--- config.mk ---
export PLATFORM = sky130hd
export DESIGN_NAME = comparator_seq
export DESIGN_NICKNAME = d
export VERILOG_FILES = /design/src/rtl/comparator_seq.sv
export SDC_FILE = /design/constraint.sdc
export NUM_CORES = 1
export LEC_CHECK = 0
export CAP_MARGIN = 20
export CORE_UTILIZATION = 53
export DETAILED_ROUTE_END_ITERATION = 10
export PLACE_DENSITY_LB_ADDON = 0.15
export SLEW_MARGIN = 5
export SYNTH_ARGS = -nofsm -noshare
export SYNTH_HDL_FRONTEND = slang
export SYNTH_SLANG_ARGS = --single-unit
export TNS_END_PERCENT = 100
--- constraint.sdc ---
create_clock -name clk -period 3.9 [get_ports clk]
set_input_delay 0.975 -clock clk [delete_from_list [all_inputs] [get_ports clk]]
set_output_delay 0.975 -clock clk [all_outputs]
set_load 0.005 [all_outputs]
--- src/rtl/comparator_seq.sv ---
// Multi-cycle magnitude comparator: walks two WIDTH-bit operands MSB-first,
// CHUNK bits per clock, stopping at the first differing chunk.
module comparator_seq #(
  parameter int WIDTH = 8,
  parameter int CHUNK = 2
) (
  input  logic             clk,
  input  logic             rst_n,
  input  logic             start,
  input  logic             signed_mode,
  input  logic [WIDTH-1:0] in1,
  input  logic [WIDTH-1:0] in2,
  output logic             busy,
  output logic             done,
  output logic             a_gt_b,
  output logic             a_eq_b,
  output logic             a_lt_b
);

  localparam int NCHUNK = WIDTH / CHUNK;
  localparam int IW     = (NCHUNK > 1) ? $clog2(NCHUNK) : 1;
  localparam logic [IW-1:0] LAST_IDX = IW'(NCHUNK - 1);

  typedef enum logic [1:0] {
    IDLE,
    CMP,
    DONE
  } state_t;

  state_t           state;
  logic [WIDTH-1:0] ra;
  logic [WIDTH-1:0] rb;
  logic [IW-1:0]    idx;

  logic [WIDTH-1:0] bias;
  logic [CHUNK-1:0] chunk_a;
  logic [CHUNK-1:0] chunk_b;
  logic             chunk_ne;
  logic             chunk_gt;

  // Flipping both sign bits maps two's complement onto offset binary, so the
  // chunk walk below only ever needs an unsigned compare.
  always_comb begin
    bias            = '0;
    bias[WIDTH-1]   = signed_mode;
  end

  always_comb begin
    chunk_a = '0;
    chunk_b = '0;
    for (int i = 0; i < NCHUNK; i++) begin
      if (idx == IW'(i)) begin
        chunk_a = ra[i*CHUNK +: CHUNK];
        chunk_b = rb[i*CHUNK +: CHUNK];
      end
    end
    chunk_ne = (chunk_a != chunk_b);
    chunk_gt = (chunk_a > chunk_b);
  end

  always_ff @(posedge clk or negedge rst_n) begin
    if (!rst_n) begin
      state  <= IDLE;
      ra     <= '0;
      rb     <= '0;
      idx    <= '0;
      busy   <= 1'b0;
      done   <= 1'b0;
      a_gt_b <= 1'b0;
      a_eq_b <= 1'b0;
      a_lt_b <= 1'b0;
    end else begin
      case (state)
        // DONE accepts start just like IDLE so back-to-back compares have no bubble.
        IDLE, DONE: begin
          done <= 1'b0;
          if (start) begin
            ra    <= in1 ^ bias;
            rb    <= in2 ^ bias;
            idx   <= LAST_IDX;
            busy  <= 1'b1;
            state <= CMP;
          end else begin
            busy  <= 1'b0;
            state <= IDLE;
          end
        end
        CMP: begin
          if (chunk_ne) begin
            a_gt_b <= chunk_gt;
            a_lt_b <= ~chunk_gt;
            a_eq_b <= 1'b0;
            busy   <= 1'b0;
            done   <= 1'b1;
            state  <= DONE;
          end else if (idx == '0) begin
            a_gt_b <= 1'b0;
            a_lt_b <= 1'b0;
            a_eq_b <= 1'b1;
            busy   <= 1'b0;
            done   <= 1'b1;
            state  <= DONE;
          end else begin
            idx <= idx - 1'b1;
          end
        end
        default: begin
          busy  <= 1'b0;
          done  <= 1'b0;
          state <= IDLE;
        end
      endcase
    end
  end

endmodule

**Word level (Yosys, flattened, before mapping)**

Index checks and enable logic that the tools add are counted.

- Register bits: 25
- Logic and storage cells: 58

- Add/sub/neg operators: 1
- Magnitude comparators: 1
- Equality and inequality tests: 10
- Muxes and demuxes: 26
- Bitwise gates (word level): 3
- Reductions and logical operators: 8

Operator list:

| cell | number |
|---|---|
| 2-to-1 mux 2 bit | 13 |
| XOR 8 bit | 2 |
| 2-to-1 mux 1 bit | 10 |
| one-hot mux 2 bit (2 select lines) | 2 |
| equality test 2 bit (second input constant) | 3 |
| != test 2 bit (second input constant) | 3 |
| equality test 2 x 1 -> 1 bit (second input constant) | 2 |
| logical NOT 2 bit | 2 |
| AND reduction 2 bit | 2 |
| AND reduction 4 bit | 1 |
| nonzero test 2 bit | 2 |
| != test 3 bit (second input constant) | 1 |
| greater-than comparator 2 bit | 1 |
| != test 2 bit | 1 |
| one-hot mux 1 bit (2 select lines) | 1 |
| OR reduction 2 bit | 1 |
| subtractor 2 x 1 -> 2 bit (second input constant) | 1 |
| inverter 1 bit | 1 |

**Logic depth before layout (Yosys ltp)**

- Depth in word-level cells: 8
- Gate-level depth with buffers: 9

**Worst setup path after synthesis**

Ideal clock, no wire load.

- Path type: flip-flop to flip-flop
- Start point: register idx[0]
- End point: register a_lt_b
- Setup time: 0.121 ns
- Arrival time: 1.975 ns
- Data required time: 3.779 ns
- Path slack: 1.804 ns
- Stages on the path, launching flop included: 10
- Clock period less this slack: 2.096 ns
- Cells stage by stage: dfrtp_1 inv_1 ha_1 nor2b_2 a221o_1 a22oi_2 ha_1 nand2_1 o21ai_1 a22o_1

- Word-level cells in the longest chain between the ends: 8
- Elaborated cells between the ends (all ways): 18

RTL lines:

| what | line | text |
|---|---|---|
| from (decl) | 33 | `logic [IW-1:0] idx;` |
| from (signal assigned) | 104 | `idx <= idx - 1'b1;` |
| logical NOT 2 bit | 52, 96 |  |
| 2-to-1 mux 2 bit (4 in a row) | 52 | `if (idx == IW'(i)) begin` |
| greater-than comparator 2 bit / != test 2 bit (equally long branches) | 58, 57 |  |
| inverter 1 bit / nonzero test 2 bit (equally long branches) | -- |  |
| 2-to-1 mux 1 bit / AND reduction 2 bit (equally long branches) | -- |  |
| to (signal assigned) | 91 | `a_lt_b <= ~chunk_gt;` |
| to (decl) | 17 | `output logic a_lt_b` |

Several ways; a longest one is shown, not always the timed one.
A chain may end at the register's enable or synchronous reset.

**Final worst setup path**

Same ends and word-level chain as after synthesis.

==> flow_summary.toml <==
[routing]
top_layer = "met4"
drc = 0
route.met2.wl_mm = 1.15
drtPass1Iterations = 4
routed_wl_mm = 2.32
vias_per_cell = 5.34
route.vias.total = 796
wl_met1_mm = 1.02
drt_iter0_drc = 7
postRouteAntennaNets = 0
dr_wl_met3_um = 95
wl_per_cell_um = 15.6

[worst_setup_path]
path_buf_inv = 1
crit_end = "a_lt_b"
crit_fanout = 5
slowest_stage = "dfrtp_1"
r2r_end = "a_lt_b"
endpoint_kind = "flip-flop"
crit_required_ps = 4110
r2r_slack_ps = 1460
cp_num_cells = 9
critPathArrivalTime_ps = 2650
crit_chain = "inv_1 -> ha_1 -> nor2b_2 -> a221oi_1 -> o31ai_1 -> ha_1 -> nand2_1 -> o21ai_1 -> a22o_1"
critPathTopFamily = "compound AO/OA/AOI/OAI gates"
worst-setup-path-type = "reg -> reg"
cpMostUsedCell = "ha_1"
start_kind = "flip-flop"
reg2reg_depth = 9
crit_start = "idx[0]"
crit_path_max_incr_delay_ps = 460
reg2reg_from = "idx[0]"

[grt]
grt_first_pass_wirelength_mm = 4.04
antenna_found_initial = 0
grt_overflow_total = 0
track_usage_pct = 22.5
grt_max_degree = 25
grt_pass1_vias = 866

[timing]
rsz0062_at_grt = "no"
report.final.hold_viol_count = 0
min_period_ps = 2440
fin_ws_ps = 1460
setup-violations-final = 0
slew_viol_final = 0
skew_ps = 0.885
max_freq_ghz = 0.410
slew_headroom_pct = 48.0
fin_tns_setup_ps = 0
worstMarginPinSlew_ps = 777
period_share_pct = 62.5

[place]
port_buffers = 24
dp_hpwl_mm = 1.73
placed_cell_area_mm2 = 0.00143
dp.cells = 144
place_congestion = 0.789
pre_cts_ws_ps = 1240

[floorplan]
ioPinCount = 25
coreArea_mm2 = 0.00202
rows = 16
die_area_mm2 = 0.00241
die_w_um = 49.1
initial_core_util_pct = 58.2
die_h_um = 49.1

[clock_tree]
cts_resized = 0
clock_latency_ps = 310
cts_tree = "yes"
htreeDepth = 1
clk_pin_slew_worst_paths_ps = 130
post_cts_buffers = 0
cts_buffers = 3
cts_sinks = 24
root_buffer = "clkbuf_4"
ctsHoldBuffers = 0
clockBufferDepth = 2

[synthesis]
seq_area_frac_synth_pct = 51.0
yosysMostFrequentCell = "dfrtp_1"
yosys-top-cells-area = "dfrtp_1 (51%), mux2_4 (10%), ha_1 (6.4%), mux2_1 (3.8%), a21oi_1 (3.0%)"
async_flop_share_pct = 100
ys_warn_count = 0
synth_commonest_cells = "dfrtp_1 (24), mux2_4 (8), a21oi_1 (7)"
syn_nets = 122
syn_avg_cell_area_um2 = 12.3
synth_ff_type = "dfrtp_1"
synth_top_cell_area_share_pct = 51.0
yosys.area.top_type = "dfrtp_1"
synth_edf_count = 0
synth-seq-cells = 24
netlist_area_mm2 = 0.00118
postSynthCellCount = 96
synth_cell_types = 27

[job]
drv_cap = 0

[final_layout]
nFillCells = 127
register_area_um2 = 601
final_area_mm2 = 0.00151
num_antenna_cells = 0
fin_nets = 149
multi_input_area_um2 = 526
finalNonFillerCells = 149
synthToLayoutAreaGrowth_pct = 28.3
drive_gt1_share_pct = 14.8

[power]
irDropWorstVdd_mv = 0.398
power_leakage_uw = 0.000683
power_density_mw_per_mm2 = 692

[min_path]
hp-class = "reg -> reg"

[status]
status = "complete, no violations"
## where the power goes
| part | internal, µW | switching [µW] | total [µW] | leakage [µW] |
|---|---|---|---|---|
| registers | 356 | 68.7 | 425 | 0.000282 |
| clock network | 104 | 74.1 | 178 | 0.0000279 |
| logic | 237 | 206 | 443 | 0.000373 |
| total | 696 | 349 | 1050 | 0.000683 |
## cell families after synthesis
| kind of cell | after synthesis | synth area share, % |
|---|---|---|
| muxes | 14 | 15.7 |
| adders and majority gates | 6 | 6.38 |
| and+or+nand+nor | 19 | 8.29 |
| xor gates and xnor gates | 2 | 1.49 |
| AOI/OAI and AO/OA | 21 | 12.5 |
| DFF | 24 | 51.0 |
| buffers and inverters | 10 | 4.57 |
## per-layer routing
layer  vias up  GRT usage (%)
li1        388              -
met1       381           27.2
met2        21           39.0
met3         6           4.36
met4         0           8.82
met5         -              0
## worst min-delay path by stage
stage / start / to / slack [ps] / cells after the start
2_1_floorplan: rb[2] / rb[2] / 460 / 1
3_3_place_gp: busy / busy / 470 / 1
3_5_place_dp: busy / busy / 470 / 1
4_1_cts: busy / busy / 510 / 1
5_1_grt: busy / busy / 530 / 1
6_report: busy / busy / 500 / 1
## metrics by stage
stage	total power, µW	hold WS [ps]	util [%]
after global placement	838	471	70.7
final	1050	504	74.7
after CTS	1050	509	73.3
after floorplan	727	458	-
after global routing	1120	529	74.7
after detailed placement	869	473	70.7
## placed cells by master, fill, tap and decap left out, types with 3 or more instances in the layout
cell,synthesis,routed
nor2_1,5,5
clkbuf_4,0,3
nor2b_1,4,3
inv_1,6,6
a21oi_1,7,7
mux2_4,8,8
clkdlybuf4s50_1,0,24
nand2_1,6,6
dfrtp_1,24,24
mux2_1,4,4
ha_1,6,6
o21ai_1,3,3
## final cells by class
type                    count  area share [%]
clock buffers               3            1.49
multi-input cells          62            34.8
inverters                   6            1.49
clock inverters             1            1.99
repair buffers             26            18.2
well taps                  27            2.24
flip-flops and latches     24            39.8
## state kept, by name, indices dropped and copies added (netlist names)
register,count
rb,8
a_eq_b,1
idx,2
busy,1
a_gt_b,1
a_lt_b,1
done,1
state,1
ra,8
(Power assumes the default switching activity.)
